$ cat config.mk
export PLATFORM = sky130hd
export DESIGN_NAME = ssd_day_counter_flat
export DESIGN_NICKNAME = d
export VERILOG_FILES = /design/src/rtl/ssd_day_counter_if.sv /design/src/rtl/ssd_day_counter.sv /design/src/flat_wrapper.sv
export SDC_FILE = /design/constraint.sdc
export NUM_CORES = 1
export LEC_CHECK = 0
export ABC_AREA = 1
export CAP_MARGIN = 25
export CORE_ASPECT_RATIO = 1.2
export CORE_MARGIN = 5
export CORE_UTILIZATION = 64
export CTS_CLUSTER_SIZE = 30
export DETAILED_ROUTE_END_ITERATION = 16
export DONT_BUFFER_PORTS = 1
export PLACE_DENSITY = 0.76
export SLEW_MARGIN = 20
export SYNTH_ARGS = -nofsm -noshare
export SYNTH_HDL_FRONTEND = slang
export SYNTH_SLANG_ARGS = --single-unit
$ cat constraint.sdc
create_clock -name clk -period 2 [get_ports clk]
set_input_delay 0.2 -clock clk [delete_from_list [all_inputs] [get_ports clk]]
set_output_delay 0.2 -clock clk [all_outputs]
set_load 0.02 [all_outputs]
$ cat src/rtl/ssd_day_counter_if.sv
// rtl/ssd_day_counter_if.sv - control and display bundle for ssd_day_counter
//
// Purpose: groups the day counter's tick/SET controls and its BCD/segment
// outputs so the counter and its driver share one connection.
// Signals:
//   dsyn_rst_n         display-only reset, active-low
//   day_tick           one-cycle end-of-day pulse
//   set_en             SET mode request (level)
//   set_inc, set_dec   one-cycle adjust pulses in SET
//   day_bcd            registered BCD count, digit 0 in [3:0]
//   ssd_day            segment patterns, digit k in [7k+6:7k]
//   carry_out          one-cycle pulse on DAY_MAX -> DAY_MIN tick wrap
//   set_mode           high while in SET
// Modports: master drives the controls, slave is the counter.

interface ssd_day_counter_if #(
  parameter int DIGITS = 2
);
  logic                  dsyn_rst_n;
  logic                  day_tick;
  logic                  set_en;
  logic                  set_inc;
  logic                  set_dec;
  logic [4*DIGITS-1:0]   day_bcd;
  logic [7*DIGITS-1:0]   ssd_day;
  logic                  carry_out;
  logic                  set_mode;

  modport master (
    output dsyn_rst_n, day_tick, set_en, set_inc, set_dec,
    input  day_bcd, ssd_day, carry_out, set_mode
  );

  modport slave (
    input  dsyn_rst_n, day_tick, set_en, set_inc, set_dec,
    output day_bcd, ssd_day, carry_out, set_mode
  );
endinterface

$ cat src/rtl/ssd_day_counter.sv
// rtl/ssd_day_counter.sv - parametrised BCD day counter with SET mode and 7-segment output
//
// Purpose: counts end-of-day ticks in BCD over DAY_MIN..DAY_MAX, lets the user
// adjust the day in SET mode with a blinking display, and defers at most one
// tick that arrives while in SET.
// Ports:
//   clk     single clock, rising edge
//   rst_n   asynchronous active-low reset
//   bus     ssd_day_counter_if.slave (tick/SET inputs, BCD/segment outputs)
// Build option: SSD_DAY_LZ_BLANK_EN blanks leading-zero digits (digit 0 never).

`ifndef ZERO
`define ZERO  7'h3F
`endif
`ifndef ONE
`define ONE   7'h06
`endif
`ifndef TWO
`define TWO   7'h5B
`endif
`ifndef THREE
`define THREE 7'h4F
`endif
`ifndef FOUR
`define FOUR  7'h66
`endif
`ifndef FIVE
`define FIVE  7'h6D
`endif
`ifndef SIX
`define SIX   7'h7D
`endif
`ifndef SEVEN
`define SEVEN 7'h07
`endif
`ifndef EIGHT
`define EIGHT 7'h7F
`endif
`ifndef NINE
`define NINE  7'h6F
`endif

module ssd_day_counter #(
  parameter int DIGITS    = 2,
  parameter int DAY_MIN   = 1,
  parameter int DAY_MAX   = 31,
  parameter int BLINK_DIV = 25_000_000
) (
  input  logic              clk,
  input  logic              rst_n,
  ssd_day_counter_if.slave  bus
);

  localparam int W  = 4 * DIGITS;
  localparam int BW = (BLINK_DIV > 1) ? $clog2(BLINK_DIV) : 1;

  function automatic logic [W-1:0] to_bcd(input int v);
    int t;
    logic [W-1:0] r;
    t = v;
    r = '0;
    for (int i = 0; i < DIGITS; i++) begin
      r[4*i +: 4] = 4'(t % 10);
      t = t / 10;
    end
    return r;
  endfunction

  localparam logic [W-1:0] MIN_BCD = to_bcd(DAY_MIN);
  localparam logic [W-1:0] MAX_BCD = to_bcd(DAY_MAX);

  // Ripple +1 across BCD digits: a digit at 9 rolls to 0 and carries on.
  function automatic logic [W-1:0] bcd_inc(input logic [W-1:0] v);
    logic [W-1:0] r;
    logic c;
    r = v;
    c = 1'b1;
    for (int i = 0; i < DIGITS; i++) begin
      if (c) begin
        if (r[4*i +: 4] == 4'd9) r[4*i +: 4] = 4'd0;
        else begin
          r[4*i +: 4] = r[4*i +: 4] + 4'd1;
          c = 1'b0;
        end
      end
    end
    return r;
  endfunction

  // Ripple -1 across BCD digits: a digit at 0 rolls to 9 and borrows on.
  function automatic logic [W-1:0] bcd_dec(input logic [W-1:0] v);
    logic [W-1:0] r;
    logic b;
    r = v;
    b = 1'b1;
    for (int i = 0; i < DIGITS; i++) begin
      if (b) begin
        if (r[4*i +: 4] == 4'd0) r[4*i +: 4] = 4'd9;
        else begin
          r[4*i +: 4] = r[4*i +: 4] - 4'd1;
          b = 1'b0;
        end
      end
    end
    return r;
  endfunction

  function automatic logic [6:0] seg7(input logic [3:0] d);
    case (d)
      4'd0:    return `ZERO;
      4'd1:    return `ONE;
      4'd2:    return `TWO;
      4'd3:    return `THREE;
      4'd4:    return `FOUR;
      4'd5:    return `FIVE;
      4'd6:    return `SIX;
      4'd7:    return `SEVEN;
      4'd8:    return `EIGHT;
      4'd9:    return `NINE;
      default: return 7'd0;
    endcase
  endfunction

  typedef enum logic {ST_RUN = 1'b0, ST_SET = 1'b1} state_t;

  state_t          r_state, w_next_state;
  logic [W-1:0]    r_day, w_day_next;
  logic            r_pending, w_pending_next;
  logic            r_carry, w_carry_next;
  logic [BW-1:0]   r_blink_cnt;
  logic            r_blink_on;
  logic [W-1:0]    w_inc_val, w_dec_val;
  logic            w_at_max;
  logic [7*DIGITS-1:0] w_ssd;

  assign w_at_max  = (r_day == MAX_BCD);
  assign w_inc_val = w_at_max ? MIN_BCD : bcd_inc(r_day);
  assign w_dec_val = (r_day == MIN_BCD) ? MAX_BCD : bcd_dec(r_day);

  always_ff @(posedge clk or negedge rst_n) begin
    if (!rst_n) begin
      r_state   <= ST_RUN;
      r_day     <= MIN_BCD;
      r_pending <= 1'b0;
      r_carry   <= 1'b0;
    end else begin
      r_state   <= w_next_state;
      r_day     <= w_day_next;
      r_pending <= w_pending_next;
      r_carry   <= w_carry_next;
    end
  end

  always_comb begin
    w_next_state   = r_state;
    w_day_next     = r_day;
    w_pending_next = r_pending;
    w_carry_next   = 1'b0;
    case (r_state)
      ST_RUN: begin
        if (bus.set_en) w_next_state = ST_SET;
        // A leftover deferred tick and a fresh tick together still give only
        // one step; the other stays pending for the next cycle.
        if (bus.day_tick || r_pending) begin
          w_day_next     = w_inc_val;
          w_carry_next   = w_at_max;
          w_pending_next = bus.day_tick & r_pending;
        end
      end
      default: begin
        if (!bus.set_en) begin
          w_next_state   = ST_RUN;
          // A tick on the exit edge itself is kept for the following cycle.
          w_pending_next = bus.day_tick;
          if (r_pending) begin
            w_day_next   = w_inc_val;
            w_carry_next = w_at_max;
          end
        end else begin
          w_pending_next = r_pending | bus.day_tick;
          if (bus.set_inc && !bus.set_dec)      w_day_next = w_inc_val;
          else if (bus.set_dec && !bus.set_inc) w_day_next = w_dec_val;
        end
      end
    endcase
  end

  // Blink runs only while staying in SET; any other edge restarts it visible.
  always_ff @(posedge clk or negedge rst_n) begin
    if (!rst_n) begin
      r_blink_cnt <= '0;
      r_blink_on  <= 1'b1;
    end else if (r_state == ST_SET && w_next_state == ST_SET) begin
      if (r_blink_cnt == BW'(BLINK_DIV - 1)) begin
        r_blink_cnt <= '0;
        r_blink_on  <= ~r_blink_on;
      end else begin
        r_blink_cnt <= r_blink_cnt + BW'(1);
      end
    end else begin
      r_blink_cnt <= '0;
      r_blink_on  <= 1'b1;
    end
  end

  always_comb begin
    logic [6:0] w_seg;
`ifdef SSD_DAY_LZ_BLANK_EN
    logic w_lead;
    w_lead = 1'b1;
`endif
    w_ssd = '0;
    for (int k = DIGITS - 1; k >= 0; k--) begin
      w_seg = seg7(r_day[4*k +: 4]);
`ifdef SSD_DAY_LZ_BLANK_EN
      if (k != 0 && w_lead && r_day[4*k +: 4] == 4'd0) w_seg = 7'd0;
      w_lead = w_lead & (r_day[4*k +: 4] == 4'd0);
`endif
      w_ssd[7*k +: 7] = w_seg;
    end
    if (!bus.dsyn_rst_n || !r_blink_on) w_ssd = '0;
  end

  assign bus.day_bcd   = r_day;
  assign bus.ssd_day   = w_ssd;
  assign bus.carry_out = r_carry;
  assign bus.set_mode  = (r_state == ST_SET);

endmodule

$ cat src/flat_wrapper.sv
// flat-port wrapper written by rule: the top's interface ports become plain ports
module ssd_day_counter_flat 
#(
  parameter int DIGITS    = 2,
  parameter int DAY_MIN   = 1,
  parameter int DAY_MAX   = 31,
  parameter int BLINK_DIV = 25_000_000
)
  (clk, rst_n, bus_dsyn_rst_n, bus_day_tick, bus_set_en, bus_set_inc, bus_set_dec, bus_day_bcd, bus_ssd_day, bus_carry_out, bus_set_mode);
  ssd_day_counter_if #(.DIGITS(DIGITS)) bus_i ();
  input  logic clk;
  input  logic rst_n;
  input wire logic [$bits(bus_i.dsyn_rst_n)-1:0] bus_dsyn_rst_n;
  input wire logic [$bits(bus_i.day_tick)-1:0] bus_day_tick;
  input wire logic [$bits(bus_i.set_en)-1:0] bus_set_en;
  input wire logic [$bits(bus_i.set_inc)-1:0] bus_set_inc;
  input wire logic [$bits(bus_i.set_dec)-1:0] bus_set_dec;
  output wire logic [$bits(bus_i.day_bcd)-1:0] bus_day_bcd;
  output wire logic [$bits(bus_i.ssd_day)-1:0] bus_ssd_day;
  output wire logic [$bits(bus_i.carry_out)-1:0] bus_carry_out;
  output wire logic [$bits(bus_i.set_mode)-1:0] bus_set_mode;
  assign bus_i.dsyn_rst_n = bus_dsyn_rst_n;
  assign bus_i.day_tick = bus_day_tick;
  assign bus_i.set_en = bus_set_en;
  assign bus_i.set_inc = bus_set_inc;
  assign bus_i.set_dec = bus_set_dec;
  assign bus_day_bcd = bus_i.day_bcd;
  assign bus_ssd_day = bus_i.ssd_day;
  assign bus_carry_out = bus_i.carry_out;
  assign bus_set_mode = bus_i.set_mode;
  ssd_day_counter #(.DIGITS(DIGITS), .DAY_MIN(DAY_MIN), .DAY_MAX(DAY_MAX), .BLINK_DIV(BLINK_DIV)) u_core (.clk(clk), .rst_n(rst_n), .bus(bus_i));
endmodule
==> results.json <==
{
  "initial_core_util_pct": 65.7,
  "worstPathRequired_ns": 1.80,
  "post_drt_via_cell_ratio": 5.52,
  "path_class": "reg2out",
  "achievable-frequency_ghz": 0.527,
  "drc_errors": 0,
  "grt_antenna_before_repair": 0,
  "die-area_sq_um": 5800,
  "cts-htree-levels": 2,
  "syn-cell-area_sq_um": 2800,
  "routability_congestion_estimate": 0.907,
  "initialDrtViolationCount": 119,
  "boundary_pins": 31,
  "multiplexer_share_of_the_synthesized_area_pct": 0,
  "final.setup.tns_ns": 0,
  "place_hpwl_microns": 4980,
  "status": "finished, final reports clean",
  "dieWidth_microns": 70.4,
  "vias": 2611,
  "met2_usage_in_global_routing_pct": 46.3,
  "placement.io_buffers": 0,
  "flip_flop_and_latch_count_after_synthesis": 37,
  "post_drt_wl_per_cell_microns": 13.9,
  "num_rows": 26,
  "tritonroute_pass_1_iters": 4,
  "static-leakage-power_nw": 1.46,
  "max-vdd-ir-drop_v": 0.000891,
  "clk_transition_reported_paths_ns": 0.08,
  "cts_made_buffers": 5,
  "final.setup_skew_ns": 0.00208,
  "grt_max_degree": 38,
  "fill_cells": 371,
  "globalRoute.totalOverflow": 0,
  "fin_crit_ns": 1.90,
  "ff2ff_path_depth": 11,
  "post-place-ws_ns": 0.314,
  "cp_max_fo": 6,
  "busiest_layer": "met2",
  "fin_crit_sh_pct": 94.9,
  "grt.met1_usage_pct": 26.3,
  "total_power_mw": 3.24,
  "min_path_cells": 2,
  "fp.dieH_microns": 82.4,
  "min-delay-path-class": "in2reg",
  "worst_slack_ns": 0.102,
  "diodes": 0,
  "postSynthNetCount": 417,
  "design.core.area_sq_um": 4260,
  "worst_pin_slew_ns": 0.537,
  "worstSetupStartpointType": "register",
  "first_pass_grt_wire_length_microns": 11400,
  "slowest_delay_ns": 0.54,
  "cts-root-to-sink-buffers": 2,
  "routed_wl_microns": 6590,
  "yosysUniqueCellTypes": 38,
  "synth_top_family_by_area": "simple AND/OR/NAND/NOR gates",
  "timing.final.hold_violations": 0,
  "area_growth_syn_to_layout_pct": 11.6,
  "via_count_of_the_first_global_routing_pass": 2504,
  "rrSetupSlack_ns": 0.26,
  "cts.sink_count": 37,
  "fin_nets": 438,
  "max-cap-violations": 0,
  "root_buffer": "sky130_fd_sc_hd__clkbuf_8",
  "synthesis.area_per_instance_sq_um": 7.09,
  "max_slew_headroom_pct": 64.0,
  "ant_nets": 0,
  "critPathArrivalTime_ns": 1.70,
  "groute.layer.met3.usage_pct": 4.96,
  "clkLatencyLatePin_ns": 0.29,
  "final_cell_mix": "sky130_fd_sc_hd__nand2_1 (92), sky130_fd_sc_hd__nor2_1 (80), sky130_fd_sc_hd__dfrtp_1 (34)",
  "critical_path.cell_chain": "nand2_1 -> inv_1 -> o21ai_1 -> a31oi_1",
  "leading_cell_type_in_the_layout_fill_and_taps_excluded": "sky130_fd_sc_hd__nand2_1",
  "proportion_of_layout_cells_with_a_drive_suffix_above_1_pct": 17.3,
  "power_per_cell_area_nw_per_um2": 1040,
  "synth-warning-count": 0,
  "synth.yosys.seq_area_share_pct": 33.2,
  "grt_util_all_layers_pct": 24.5,
  "clock_tree_from_tritoncts": "built",
  "critical-path-slowest-cell": "sky130_fd_sc_hd__dfstp_2",
  "adder_cell_share_of_the_synthesized_area_pct": 6.71,
  "yosys.area_share.simple_pct": 42.5,
  "setup_viol": 0,
  "rsz0062_at_grt": "false",
  "yosys.area_share.xor_xnor_pct": 4.07,
  "syn-instance-count": 395,
  "synth-compound-area-share_pct": 7.11,
  "timing_max_transition_violations_final": 0,
  "endpoint_kind": "primary output"
}
[worst paths after layout]
kind | from | end
max in group asynchronous | rst_n | u_core.r_blink_on
hold reg to reg | u_core.r_blink_on | u_core.r_blink_on
setup / recovery | u_core.r_blink_on | bus_ssd_day[9]
hold / removal | bus_day_tick | u_core.r_pending
min in group asynchronous | rst_n | u_core.r_blink_cnt[3]
setup reg to reg | u_core.bus.day_bcd[0] | u_core.bus.day_bcd[5]
[worst max-delay path: cells and delay by family (launching register included)]
kind | cells | cell delay (ns)
flip-flops | 1 | 0.54
AND/OR/NAND/NOR | 1 | 0.11
buffers and inverters | 1 | 0.11
AO/OA/AOI/OAI | 2 | 0.64
[cell usage after synthesis, drive strengths merged]
master    n  share of area [%]
a21oi    15                3.1
a31oi     5                1.1
nor2     92                 14
xor2      9                2.8
buf       3               0.71
inv      41                5.8
dfrtp    35                 31
or2       1               0.22
nor3b     2               0.54
o21ai    11                2.1
nand3    33                6.7
ha       15                6.7
xnor2     4                1.3
o21bai    1               0.27
nand4     8                1.8
dfstp     2                1.9
o31ai     1               0.27
nand2   108                 17
nor3      7                1.7
a21o      1               0.27
nand3b    1               0.27
[flip-flops by register name, summed over array words and instances, names as in the netlist]
register and cells:
u_core.bus.day_bcd 8, u_core.r_pending 1, u_core.r_blink_on 1, u_core.bus.set_mode 1, u_core.r_blink_cnt 25, u_core.bus.carry_out 1
[stage by stage]
| step | util (%) | hold WS [ns] | area [sq um] | std cells |
|---|---|---|---|---|
| 4_1_cts | 73.0 | 0.0416 | 3110 | 473 |
| 3_3_place_gp | 69.1 | -0.0947 | 2950 | 461 |
| 5_1_grt | 73.3 | 0.0580 | 3120 | 473 |
| 3_5_place_dp | 69.1 | -0.0946 | 2950 | 461 |
| 2_1_floorplan | - | -0.0956 | 2800 | 395 |
| 6_report | 73.3 | 0.0498 | 3120 | 473 |
[metal layers]
layer,share of wire (%),vias up
met1,39,1215
met5,0,-
met3,5.0,21
met2,53,73
met4,3.2,0
li1,-,1302
[area by class of cell]
cell class	count	area (sq um)	share of cell area (%)
Multi-Input combinational cell	314	1700	54.5
Inverter	41	161	5.17
Tap cell	56	70.1	2.24
Sequential cell	37	930	29.8
Clock buffer	5	68.8	2.20
Timing Repair Buffer	17	145	4.65
Clock inverter	3	46.3	1.48
[repair_timing]
action / in CTS / in global routing
gates cloned: 0 / 0
hold buffers: 3 / 0
endpoints found under the setup margin: 3 / 11
buffers inserted: 1 / 0
endpoints found under the hold margin: 38 / 0
gates resized for setup: 1 / 6
[where the power goes]
group / total [mW] / switching [mW] / internal [mW]
sequential: 0.987 / 0.147 / 0.840
clock: 0.667 / 0.294 / 0.373
combinational: 1.58 / 1.06 / 0.526
[cells by family after synthesis]
family                   count (synthesis)
AND/OR/NAND/NOR                        252
buffers and inverters                   44
flip-flops                              37
AO/OA/AOI/OAI                           34
adder cells (fa/ha/maj)                 15
XOR/XNOR                                13
Power figures use the tool's default switching activity.
